===== config.mk =====
export PLATFORM = sky130hd
export DESIGN_NAME = branch_pattern_table
export DESIGN_NICKNAME = d
export VERILOG_FILES = /design/src/rtl/branch_pattern_table.sv
export SDC_FILE = /design/constraint.sdc
export NUM_CORES = 1
export LEC_CHECK = 0
export CAP_MARGIN = 20
export CORE_MARGIN = 2
export CORE_UTILIZATION = 50
export DETAILED_ROUTE_END_ITERATION = 16
export PLACE_DENSITY = 0.74
export SLEW_MARGIN = 20
export SYNTH_ARGS = -nofsm -noshare
export SYNTH_HDL_FRONTEND = slang
export SYNTH_SLANG_ARGS = --single-unit

===== constraint.sdc =====
create_clock -name clk -period 2.7 [get_ports clk]
set_input_delay 0.27 -clock clk [delete_from_list [all_inputs] [get_ports clk]]
set_output_delay 0.27 -clock clk [all_outputs]
set_load 0.02 [all_outputs]

===== src/rtl/branch_pattern_table.sv =====
// -----------------------------------------------------------------------------
// branch_pattern_table
//   Gshare pattern history table: 2**IDX_W two-bit saturating counters indexed
//   by (PC index XOR global history). Fetch gets a zero-latency combinational
//   prediction. Resolve-stage updates go through one registered stage and are
//   written one cycle later. After reset an init sweep writes CTR_INIT into
//   every entry; ready stays low until the sweep finishes.
//
//   Optional build macro: BPT_BYPASS_EN
//     defined   - a prediction that hits the entry being written this cycle
//                 sees the new value.
//     undefined - predictions read the array only.
//
// Ports
//   clk            in   clock, rising edge
//   reset          in   synchronous active-high reset
//   pred_pc_index  in   [IDX_W] PC index of the fetch instruction
//   pred_history   in   [IDX_W] current global history
//   pred_taken     out  prediction (combinational)
//   ready          out  init sweep complete
//   upd_valid      in   resolved conditional branch this cycle
//   upd_pc_index   in   [IDX_W] PC index of the resolved branch
//   upd_history    in   [IDX_W] history used when it was predicted
//   upd_taken      in   actual outcome
// -----------------------------------------------------------------------------
module branch_pattern_table #(
    parameter int unsigned IDX_W    = 5,
    parameter logic [1:0]  CTR_INIT = 2'b01
) (
    input  logic             clk,
    input  logic             reset,
    input  logic [IDX_W-1:0] pred_pc_index,
    input  logic [IDX_W-1:0] pred_history,
    output logic             pred_taken,
    output logic             ready,
    input  logic             upd_valid,
    input  logic [IDX_W-1:0] upd_pc_index,
    input  logic [IDX_W-1:0] upd_history,
    input  logic             upd_taken
);
    localparam int unsigned DEPTH = 2**IDX_W;

    typedef enum logic {ST_INIT, ST_RUN} state_t;

    typedef struct packed {
        logic             vld;
        logic [IDX_W-1:0] idx;
        logic             taken;
    } stage_t;

    state_t                state, state_nxt;
    logic [IDX_W-1:0]      sweep_ptr;
    logic                  sweep_last;
    stage_t                stg;
    logic [DEPTH-1:0][1:0] ctr;
    logic [IDX_W-1:0]      pred_idx, upd_idx;
    logic [1:0]            stg_new;
    logic                  pred_bit;

    function automatic logic [1:0] sat_step(input logic [1:0] c, input logic taken);
        if (taken)
            return (c == 2'b11) ? c : c + 2'b01;
        return (c == 2'b00) ? c : c - 2'b01;
    endfunction

    assign pred_idx   = pred_pc_index ^ pred_history;
    assign upd_idx    = upd_pc_index ^ upd_history;
    assign sweep_last = (sweep_ptr == IDX_W'(DEPTH - 1));

    // ---------------- FSM ----------------
    always_ff @(posedge clk) begin
        if (reset) state <= ST_INIT;
        else       state <= state_nxt;
    end

    always_comb begin
        state_nxt = state;
        case (state)
            ST_INIT: if (sweep_last) state_nxt = ST_RUN;
            ST_RUN:  state_nxt = ST_RUN;
            default: state_nxt = ST_INIT;
        endcase
    end

    assign ready = (state == ST_RUN);

    always_ff @(posedge clk) begin
        if (reset)                 sweep_ptr <= '0;
        else if (state == ST_INIT) sweep_ptr <= sweep_ptr + IDX_W'(1);
    end

    // ---------------- update stage ----------------
    // Updates arriving during the sweep are dropped, not queued.
    always_ff @(posedge clk) begin
        if (reset) begin
            stg <= '0;
        end else begin
            stg.vld   <= upd_valid && (state == ST_RUN);
            stg.idx   <= upd_idx;
            stg.taken <= upd_taken;
        end
    end

    // Read-modify-write happens in the cycle after capture, so a back-to-back
    // update to the same entry always reads the already-written value.
    assign stg_new = sat_step(ctr[stg.idx], stg.taken);

    // ---------------- table ----------------
    // Counters carry no reset; the sweep defines them. Writes are gated by
    // reset so a pending update is discarded at the reset edge.
    always_ff @(posedge clk) begin
        if (!reset) begin
            if (state == ST_INIT)
                ctr[sweep_ptr] <= CTR_INIT;
            else if (stg.vld)
                ctr[stg.idx] <= stg_new;
        end
    end

    // ---------------- prediction ----------------
`ifdef BPT_BYPASS_EN
    assign pred_bit = (stg.vld && (stg.idx == pred_idx)) ? stg_new[1] : ctr[pred_idx][1];
`else
    assign pred_bit = ctr[pred_idx][1];
`endif

    assign pred_taken = ready & pred_bit;

endmodule


==> impl_metrics.json <==
{
  "yosysMostFrequentCell": "nor2_1",
  "crit_path_cell_trace": "buf_12 -> mux2_2 -> a21oi_1 -> nor4b_2 -> a221oi_1 -> a311oi_2 -> maj3_2 -> buf_12 -> o22ai_2",
  "syn_area_mm2": 0.00504,
  "p_clk_share_pct": 29.4,
  "ys_warn_count": 0,
  "drt-initial-drc-count": 441,
  "root_buffer": "clkbuf_8",
  "max_freq_mhz": 386,
  "worst_pin_slew_ns": 0.667,
  "core_mm2": 0.00977,
  "setup_tns_ns": 0,
  "port_buffers": 25,
  "grt_pass1_vias": 4166,
  "post_route_cells_drive_above_1_share_pct": 14.8,
  "ys_ff_latch": 77,
  "outcome": "completed",
  "synth-edff-count": 64,
  "drc": 0,
  "required_ns": 2.78,
  "n_fill_cell": 843,
  "die_h_um": 104,
  "cp_max_fo": 16,
  "drtAntennaViolNets": 0,
  "cp_common_cell": "buf_12",
  "clk_pin_slew_ns": 0.08,
  "drv_cap": 0,
  "synth_commonest_cells": "81 x nor2_1, 73 x nand2_1, 64 x edfxtp_1, 36 x inv_1, 34 x a21oi_1",
  "routed_wl_um": 14400,
  "hold_viol": 0,
  "grtUsageMet2_pct": 39.8,
  "p_total_w": 0.00307,
  "clk_latency_ns": 0.35,
  "drtPass1Iterations": 5,
  "async_flop_share_pct": 0,
  "synth-seq-area-share_pct": 43.3,
  "wl_per_cell_um": 20.6,
  "grt-busiest-layer": "met2",
  "tritoncts": "done",
  "overflow": 0,
  "cts.sinks": 77,
  "cts-buffers-inserted": 9,
  "diodes": 0,
  "dp_hpwl_um": 10200,
  "synth_area_leaders": "edfxtp_1 38%, nor2_1 6.0%, nand2_1 5.4%",
  "die-area_mm2": 0.0109,
  "grt_pass1_wl_um": 22300,
  "multiInputGateArea_mm2": 0.00250,
  "ir_drop_uv": 267,
  "syn2layout_area_growth_pct": 14.5,
  "io_pins": 26,
  "skew_ns": 0.0122,
  "critPathLaunchType": "flip-flop",
  "cp_slowest_stage_delay_ns": 0.41,
  "crit_arrival_ns": 2.67,
  "use_met3_pct": 5.70,
  "register_area_mm2": 0.00219,
  "grt_max_degree": 48,
  "cts_buffer_depth": 2,
  "crit_slowest_cell": "dfxtp_4",
  "crit_path_end_kind": "flip-flop",
  "seq_power_share_pct": 47.1,
  "leakagePower_nw": 2.04,
  "switching_share_pct": 28.6,
  "fin_crit_ns": 2.59,
  "start_util_pct": 51.6,
  "synth_flop_cell": "edfxtp_1",
  "vias": 4383,
  "antenna_found_initial": 0,
  "fin_crit_sh_pct": 95.9,
  "fp-row-count": 36,
  "syn_area_per_cell_um2": 9.42,
  "power_density_mw_per_mm2": 531,
  "synth_top_area_share_pct": 38.1,
  "viasPerCell": 6.27,
  "yosysTopAreaCell": "edfxtp_1",
  "relSlewSlack_pct": 55.4,
  "use_met1_pct": 36.8,
  "synth_nets": 564,
  "htreeDepth": 3,
  "synth_cell_types": 48,
  "hold_buffers": 0,
  "hold_class": "input pin to flip-flop",
  "gp_congestion": 0.895,
  "critPathKind": "flip-flop to flip-flop",
  "nets": 590,
  "slew_violations": 0,
  "combPwrFrac_pct": 23.5,
  "synth_cells": 535,
  "die_width_um": 104,
  "p_sw_w": 0.000878,
  "setup_viol": 0,
  "intPower_w": 0.00219,
  "grt_usage_pct": 26.6
}
[per-stage QoR]
stage	util (%)	cell area [µm²]	cells	hold slack, ns	worst slack (ns)
after global placement	56.6	5540	681	0.563	-0.428
after CTS	58.6	5730	697	0.477	0.0857
after detailed placement	56.6	5540	681	0.589	-0.462
after floorplan	-	5040	535	0.342	0.151
final	59.1	5770	699	0.483	0.111
after global routing	59.1	5770	699	0.487	-0.00858
[layout by cell type (no fill, tap or decap), types with 7 or more instances in the layout]
cell	netlist	routed
a21oi_1	34	34
clkdlybuf4s50_1	0	22
edfxtp_1	64	64
clkbuf_8	0	11
o22ai_1	30	30
mux4_2	12	13
mux2_2	8	8
inv_1	36	36
buf_4	9	29
mux2i_1	19	19
dfxtp_1	13	10
xnor2_1	8	8
nor2_1	81	81
o32ai_1	30	30
nor2b_1	7	7
o21ai_0	7	7
nand2_1	73	73
[worst paths after layout]
| check | endpoint | slack, ns | cells past startpoint | startpoint |
|---|---|---|---|---|
| setup reg to reg | ctr[48]$_DFFE_PP_ | 0.11 | 9 | stg[1]$_SDFF_PP0_ |
| hold / removal | stg[0]$_SDFF_PP0_ | 0.48 | 2 | upd_taken |
| setup / recovery | ctr[48]$_DFFE_PP_ | 0.11 | 9 | stg[1]$_SDFF_PP0_ |
| hold reg to reg | sweep_ptr[1]$_SDFFE_PP0N_ | 0.60 | 2 | sweep_ptr[1]$_SDFFE_PP0N_ |
[per-layer routing]
| metal | wire (µm) | part of all wire (%) |
|---|---|---|
| met1 | 5750 | 40 |
| met2 | 6420 | 45 |
| met3 | 1600 | 11 |
| met4 | 645 | 4.5 |
| met5 | 0 | 0 |
[critical path, delay by kind of cell (launching register included)]
kind	cells	cell delay [ns]
compound gates	4	0.66
fa+ha+maj	1	0.34
buf+inv	2	0.34
flops	1	0.41
mux	1	0.34
simple gates	1	0.22
[kinds of logic (layout without fill, tap and decap cells)]
group,Yosys count,after routing,synth area share [%]
DFF,77,77,43.3
xor gates and xnor gates,13,13,2.26
AOI/OAI and AO/OA,118,118,16.2
and+or+nand+nor,200,200,17.9
muxes,40,40,11.4
buffers and inverters,80,111,7.20
adders and majority gates,7,7,1.69
[cell type report]
type                            instances  share of cell area (%)
Multi-Input combinational cell        378                    43.3
Sequential cell                        77                    38.0
Timing Repair Buffer                   59                    10.1
Tap cell                              133                    2.88
Clock buffer                           12                    2.69
Inverter                               36                    2.34
Clock inverter                          4                   0.802
[flip-flops by register name, summed over array words and instances (netlist names)]
name       flops
ctr           64
sweep_ptr      5
stg            7
ready          1
[power groups by stage]
stage          Combinational [W]  Clock [W]  Sequential (W)
3_3_place_gp            0.000682          0         0.00146
6_report                0.000720   0.000903         0.00144
3_5_place_dp            0.000695          0         0.00147
5_1_grt                 0.000762   0.000961         0.00145
2_1_floorplan           0.000471          0         0.00142
4_1_cts                 0.000697   0.000912         0.00144
[repair_timing]
action / in CTS / in global routing
gates cloned: 0 / 1
setup endpoints to repair: 1 / 2
endpoints found under the hold margin: 0 / 0
resized for setup: 8 / 3
setup buffers: 0 / 1
pin swaps: 1 / 2
No activity file was read; power rests on OpenSTA's default activity.
